**src/rtl/lsu.sv**
```systemverilog
// Load/store unit: RISC-V lane steering and load extension in front of a handshaked word memory.
// Optional misaligned-access trapping is enabled by defining LSU_MISALIGN_TRAP_EN.
module lsu #(
    parameter int DATA_WIDTH = 32,
    parameter int ADDR_WIDTH = 10
) (
    input  logic                  clk,
    input  logic                  reset,
    input  logic                  req_valid,
    input  logic                  req_write,
    input  logic [2:0]            req_funct3,
    input  logic [31:0]           req_addr,
    input  logic [DATA_WIDTH-1:0] req_wdata,
    output logic                  stall,
    output logic                  rsp_valid,
    output logic [DATA_WIDTH-1:0] rsp_rdata,
    output logic                  misaligned,
    output logic                  mem_req,
    output logic                  mem_we,
    output logic [ADDR_WIDTH-1:0] mem_addr,
    output logic [3:0]            mem_be,
    output logic [DATA_WIDTH-1:0] mem_wdata,
    input  logic                  mem_ready,
    input  logic [DATA_WIDTH-1:0] mem_rdata
);

    typedef enum logic [1:0] {IDLE, BUSY, RESP} state_t;

    state_t                state;
    state_t                state_next;
    logic                  lat_write;
    logic [2:0]            lat_funct3;
    logic [1:0]            lat_off;
    logic [ADDR_WIDTH-1:0] addr_q;
    logic [3:0]            be_q;
    logic [DATA_WIDTH-1:0] wdata_q;
    logic [DATA_WIDTH-1:0] rdata_q;
    logic [1:0]            size_code;
    logic [1:0]            off_aligned;
    logic [3:0]            be_next;
    logic [DATA_WIDTH-1:0] wdata_next;
    logic [7:0]            ld_byte;
    logic [15:0]           ld_half;
    logic [DATA_WIDTH-1:0] ld_data;
    logic                  trap;
    logic                  unused_addr_bits;

    assign unused_addr_bits = ^req_addr[31:ADDR_WIDTH+2];

    // Access size: 0 = byte, 1 = half, 2 = word; unknown encodings fall back to word.
    always_comb begin
        size_code = 2'd2;
        if (req_write) begin
            if (req_funct3 == 3'b000)
                size_code = 2'd0;
            else if (req_funct3 == 3'b001)
                size_code = 2'd1;
        end else begin
            if (req_funct3 == 3'b000 || req_funct3 == 3'b100)
                size_code = 2'd0;
            else if (req_funct3 == 3'b001 || req_funct3 == 3'b101)
                size_code = 2'd1;
        end
    end

    always_comb begin
        off_aligned = req_addr[1:0];
        be_next     = 4'b1111;
        wdata_next  = req_wdata;
        case (size_code)
            2'd0: begin
                if (req_write) begin
                    be_next    = 4'b0001 << req_addr[1:0];
                    wdata_next = {4{req_wdata[7:0]}};
                end
            end
            2'd1: begin
                off_aligned = {req_addr[1], 1'b0};
                if (req_write) begin
                    be_next    = req_addr[1] ? 4'b1100 : 4'b0011;
                    wdata_next = {2{req_wdata[15:0]}};
                end
            end
            default: off_aligned = 2'b00;
        endcase
    end

`ifdef LSU_MISALIGN_TRAP_EN
    logic lat_misaligned;

    assign trap = (size_code == 2'd1) ? req_addr[0] :
                  (size_code == 2'd2) ? (|req_addr[1:0]) : 1'b0;

    always_ff @(posedge clk or negedge reset) begin
        if (!reset)
            lat_misaligned <= 1'b0;
        else if (state == IDLE && req_valid)
            lat_misaligned <= trap;
    end

    assign misaligned = (state == RESP) && lat_misaligned;
`else
    assign trap       = 1'b0;
    assign misaligned = 1'b0;
`endif

    always_comb begin
        case (lat_off)
            2'd0:    ld_byte = mem_rdata[7:0];
            2'd1:    ld_byte = mem_rdata[15:8];
            2'd2:    ld_byte = mem_rdata[23:16];
            default: ld_byte = mem_rdata[31:24];
        endcase
        ld_half = lat_off[1] ? mem_rdata[31:16] : mem_rdata[15:0];
        case (lat_funct3)
            3'b000:  ld_data = {{24{ld_byte[7]}}, ld_byte};
            3'b001:  ld_data = {{16{ld_half[15]}}, ld_half};
            3'b100:  ld_data = {24'b0, ld_byte};
            3'b101:  ld_data = {16'b0, ld_half};
            default: ld_data = mem_rdata;
        endcase
    end

    always_ff @(posedge clk or negedge reset) begin
        if (!reset)
            state <= IDLE;
        else
            state <= state_next;
    end

    always_comb begin
        state_next = state;
        stall      = 1'b0;
        rsp_valid  = 1'b0;
        mem_req    = 1'b0;
        case (state)
            IDLE: begin
                if (req_valid) begin
                    stall      = 1'b1;
                    state_next = trap ? RESP : BUSY;
                end
            end
            BUSY: begin
                stall   = 1'b1;
                mem_req = 1'b1;
                if (mem_ready)
                    state_next = RESP;
            end
            RESP: begin
                rsp_valid  = 1'b1;
                state_next = IDLE;
            end
            default: state_next = IDLE;
        endcase
    end

    // Request fields are frozen at acceptance so the memory sees stable outputs while BUSY.
    always_ff @(posedge clk or negedge reset) begin
        if (!reset) begin
            lat_write  <= 1'b0;
            lat_funct3 <= 3'b000;
            lat_off    <= 2'b00;
            addr_q     <= '0;
            be_q       <= 4'b0000;
            wdata_q    <= '0;
            rdata_q    <= '0;
        end else begin
            if (state == IDLE && req_valid) begin
                lat_write  <= req_write;
                lat_funct3 <= req_funct3;
                lat_off    <= off_aligned;
                addr_q     <= req_addr[ADDR_WIDTH+1:2];
                be_q       <= be_next;
                wdata_q    <= wdata_next;
                if (trap)
                    rdata_q <= '0;
            end
            if (state == BUSY && mem_ready)
                rdata_q <= lat_write ? '0 : ld_data;
        end
    end

    assign mem_we    = (state == BUSY) && lat_write;
    assign mem_addr  = addr_q;
    assign mem_be    = be_q;
    assign mem_wdata = wdata_q;
    assign rsp_rdata = rdata_q;

endmodule

```
**config.mk**
```make
export PLATFORM = sky130hd
export DESIGN_NAME = lsu
export DESIGN_NICKNAME = d
export VERILOG_FILES = /design/src/rtl/lsu.sv
export SDC_FILE = /design/constraint.sdc
export NUM_CORES = 1
export LEC_CHECK = 0
export CAP_MARGIN = 10
export CORE_MARGIN = 2
export CORE_UTILIZATION = 38
export CTS_CLUSTER_SIZE = 40
export DETAILED_ROUTE_END_ITERATION = 6
export PLACE_DENSITY = 0.78
export REMOVE_ABC_BUFFERS = 1
export SYNTH_ARGS = -nofsm -noshare
export SYNTH_HDL_FRONTEND = slang
export SYNTH_SLANG_ARGS = --single-unit
```
**constraint.sdc**
```tcl
create_clock -name clk -period 1.6 [get_ports clk]
set_clock_uncertainty 0.1 [all_clocks]
set_input_delay 0.24 -clock clk [delete_from_list [all_inputs] [get_ports clk]]
set_output_delay 0.24 -clock clk [all_outputs]
set_load 0.01 [all_outputs]
```
* Word level (Yosys, flattened, before mapping)
Cells that the tools add are included.
Storage, ports and cells: flip-flop bits (word level) 86, output and inout port bits 83, logic and storage cells 57
Cells by class: equality and inequality tests 13, shift-type cells 1, muxes and demuxes 24, reduce and logical (&&, ||, !) cells 11
Operators with widths (count):
- $pmux W32 S4 | 1
- $mux W32 | 3
- $pmux W32 S2 | 1
- $pmux W8 S3 | 1
- $mux W16 | 1
- $mux W2 | 7
- $eq A3 B3 Y1 const B | 4
- $mux W4 | 3
- $pmux W2 S2 | 2
- $pmux W4 S2 | 1
- $eq A2 B1 Y1 const B | 3
- $eq A3 B1 Y1 const B | 2
- $logic_not A2 Y1 | 3
- $logic_not A3 Y1 | 2
- $eq A2 B2 Y1 const B | 2
- $ne A2 B2 Y1 const B | 2
- $shl A1 B2 Y4 const A | 1
- $logic_and A1 B1 Y1 | 3
- $mux W1 | 3
- $logic_or A1 B1 Y1 | 2
- $pmux W1 S2 | 1
- $reduce_and A2 Y1 | 1

* Depth between registers and ports, before layout
depth in word-level cells 7, mapped depth 6, mapped depth without buffers 4

* Worst setup path before layout
OpenSTA, ideal clock, no wires.
kind register to register, start register lat_off[1], end register rdata_q[21], in the netlist rsp_rdata[21], data arrival time 1.498 ns, path slack -0.124 ns, cell stages (with the launch flop) 7, clock period less this slack 1.724 ns, path through dfrtp_1 -> buf_6 -> mux4_2 -> nand2_2 -> a21oi_4 -> buf_6 -> a221o_1
On the way: cells in the longest elaborated chain, start to end 4, elaborated cells on any way between the ends 7, those cells by class 2 x eq/ne; 4 x mux; 1 x reduce/logical
RTL lines:
- from (decl) | line 33 | logic [1:0] lat_off;
- from (signal assigned) | line 171 | lat_off <= off_aligned;
- $eq A2 B2 Y1 (tied with other cells) | line 108 | case (lat_off)
- $pmux W8 S3 | line 108
- $pmux W32 S4 (*) | line 115 | case (lat_funct3)
- $mux W32 (*) | line 179 | rdata_q <= lat_write ? '0 : ld_data;
- to (signal assigned) | line 179
- to (decl) | line 37 | logic [DATA_WIDTH-1:0] rdata_q;
Every way passes the cells marked *; elsewhere a longest branch is shown, timed or not. A chain may end at the register's enable or synchronous reset.

* Worst setup path after layout
start register lat_off[1], end register rdata_q[15], in the netlist rsp_rdata[15]
Same word-level chain as after synthesis.

==> flow_metrics.tcl <==
set metrics [dict create \
    synth_ff_type "dfrtp_1" \
    async_flop_share_pct 100 \
    synth_area_leaders "dfrtp_1 53%, nand2_1 9.7%, mux2i_1 6.2%" \
    postSynthCellCount 414 \
    yosysMostFrequentCell "nand2_1" \
    clk_latency_ns 0.37 \
    die-height_microns 107 \
    grtUsageTotal_pct 22.3 \
    ys_seq_area_share_pct 53.1 \
    dp_hpwl_mm 8.94 \
    num_vias 3978 \
    crit_top_cell "nand3b_1" \
    overflow 0 \
    seq_power_share_pct 36.4 \
    drt_iter0_drc 127 \
    design_area_sq_um 6530 \
    combPwrFrac_pct 45.0 \
    clockPowerShare_pct 18.6 \
    crit_type "reg -> reg" \
    grt_pass1_wl_mm 19.9 \
    violations "negative setup slack" \
    antenna_found_initial 0 \
    h-tree-depth 3 \
    drtAntennaViolNets 0 \
    hold_path_depth 3 \
    place_congestion 0.795 \
    wl_per_cell_microns 16.6 \
    viasPerCell 5.28 \
    rsz0062_at_grt "true" \
    die_area_sq_um 11500 \
    ys_seq_elements 86 \
    ios 187 \
    cap_violations 0 \
    core_sq_um 10300 \
    fin_tns_setup_ns -4.26 \
    power.switching_mw 3.46 \
    worstPathArrival_ns 1.97 \
    switching_share_pct 36.1 \
    p_leak_nw 3.08 \
    cellInternalPower_mw 6.12 \
    max_freq_mhz 553 \
    fin_crit_sh_pct 113 \
    report.final.setup_viol 27 \
    critPathMaxStageDelay_ns 0.57 \
    synth_top_area_share_pct 53.1 \
    crit_cells 5 \
    outcome "complete, but fails checks" \
    cp-end-kind "register" \
    reg2regPathDepth 5 \
    placedInstanceArea_sq_um 6120 \
    fill_cells 885 \
    cp_top_family "multiplexers" \
    grt_max_degree 87 \
    clockBufferDepth 2 \
    power_density_nw_per_um2 1470 \
    drive_above_1_share_pct 17.0 \
    synth.distinct_cells 37 \
    ys_warn_count 0 \
    drc 0 \
    hold_viol 0 \
    worst_path_max_delay_cell "mux4_2" \
    synthesis.area_sq_um 4050 \
    initial_core_util_pct 39.3 \
    cp_cell_sequence "mux4_2 -> nand3b_1 -> buf_6 -> nand3b_1 -> a32o_1" \
    synth_common_cells "105 x nand2_1, 86 x dfrtp_1, 47 x o21ai_0" \
    min_path_type "in -> reg" \
    cts-buffers-inserted 9 \
    multi_input_comb_area_sq_um 1870 \
    cts_tree "built" \
    clkTransAtPathRegs_ns 0.10 \
    fp.dieW_microns 107 \
    syn_area_per_cell_sq_um 9.79 \
    grt_pass1_vias 3992 \
    row_count 37 \
    worst-path-max-fanout 8 \
    layout_setup_ws_ns -0.210 \
    fin_nets 716 \
    cp_num_buf_inv 1 \
    min_period_ns 1.81 \
    io_buffers 165 \
    ff_latch_area_sq_um 2150 \
    slew_violations 0 \
    synth_edf_count 0 \
    antenna_cells 0 \
    cp-start-kind "register" \
    cts_sinks 86 \
    required_ns 1.76 \
    peakVddDrop_v 0.000786 \
    yosys.area.top_type "dfrtp_1" \
    first_pass_iters 4 \
    area_growth_syn_to_layout_pct 61.1 \
    wl_mm 12.5 \
    cts_root_buf "clkbuf_8" \
]
power groups by stage:
stage	sequential, mW	clock, mW	combinational, mW
after detailed placement	3.55	0	4.46
after floorplan	3.92	0	1.35
final	3.49	1.78	4.32
after CTS	3.49	1.82	4.15
after global placement	3.52	0	4.35
after global routing	3.60	1.90	4.70
tightest hold or removal path, cell delays in order:
cell and delay, ns:
clkdlybuf4s50_1 0.39, nand2_1 0.05, nand2_1 0.04
cell type report:
class / count / share of cell area [%]
sequential: 86 / 33.0
timing repair buffer: 219 / 31.9
multi-input combinational: 293 / 28.7
tap: 136 / 2.61
clock buffer: 10 / 2.11
clock inverter: 6 / 1.44
inverter: 3 / 0.287
cells in the final DEF (no fill, tap or decap), drive strengths merged, types with 2 or more instances in the layout:
| master | count |
|---|---|
| a211oi | 6 |
| a21oi | 5 |
| a221o | 16 |
| a22o | 8 |
| a31oi | 4 |
| a32o | 8 |
| and2 | 9 |
| buf | 58 |
| bufinv | 2 |
| clkbuf | 10 |
| clkdlybuf4s50 | 82 |
| clkinv | 2 |
| dfrtp | 86 |
| dlygate4sd2 | 78 |
| inv | 4 |
| mux2 | 2 |
| mux2i | 25 |
| nand2 | 106 |
| nand2b | 13 |
| nand3 | 2 |
| nand3b | 3 |
| nor2 | 9 |
| nor2b | 9 |
| nor3 | 6 |
| o21ai | 47 |
| o21bai | 2 |
| o221ai | 5 |
routing by layer:
metal  track usage (%)  routed length (microns)  up-vias
li1                  -                        -     1837
met1              25.8                     4860     1913
met2              36.9                     5890      200
met3              8.17                     1420       28
met4              9.65                      316        0
met5                 0                        0        -
what timing repair did:
item                                    CTS  global route
pin swaps                                 8            11
gates resized for setup                 122            27
hold buffers                              1             0
endpoints found under the hold margin    86             0
setup buffers                             8             4
endpoints found under the setup margin  114            35
sequential cells by signal (all words and copies together), names as in the netlist:
name	count
mem_addr	10
state	2
lat_off	2
mem_wdata	32
lat_funct3	3
rsp_rdata	32
mem_be	4
lat_write	1
final timing paths:
path,startpoint,to,slack [ns]
max,lat_off[1],rsp_rdata[15],-0.21
max in group asynchronous,reset,mem_wdata[2],0.68
max reg2reg,lat_off[1],rsp_rdata[15],-0.21
min,req_addr[6],mem_addr[4],0.29
min in group asynchronous,reset,rsp_rdata[27],0.36
min reg2reg,mem_wdata[1],mem_wdata[1],0.38
logic make-up (layout without fill, tap and decap cells):
| logic type | Yosys count | count (layout) | synth area share [%] |
|---|---|---|---|
| AO/OA/AOI/OAI | 103 | 103 | 17.9 |
| other | 1 | 1 | 0.0925 |
| multiplexers | 28 | 28 | 7.29 |
| buffers and inverters | 35 | 238 | 3.86 |
| flip-flops | 86 | 86 | 53.1 |
| AND/OR/NAND/NOR | 161 | 161 | 17.8 |
metrics by stage:
stage / cells / util, % / setup slack [ns] / hold WS, ns / power, mW
2_1_floorplan: 382 / - / -1.83 / -0.156 / 5.27
6_report: 753 / 63.2 / -0.210 / 0.289 / 9.59
5_1_grt: 753 / 63.2 / -0.250 / 0.284 / 10.2
3_5_place_dp: 724 / 59.3 / -0.507 / 0.222 / 8.00
4_1_cts: 749 / 62.1 / -0.178 / 0.275 / 9.45
3_3_place_gp: 724 / 59.3 / -0.434 / 0.217 / 7.87
No activity file was read; power rests on OpenSTA's default activity.
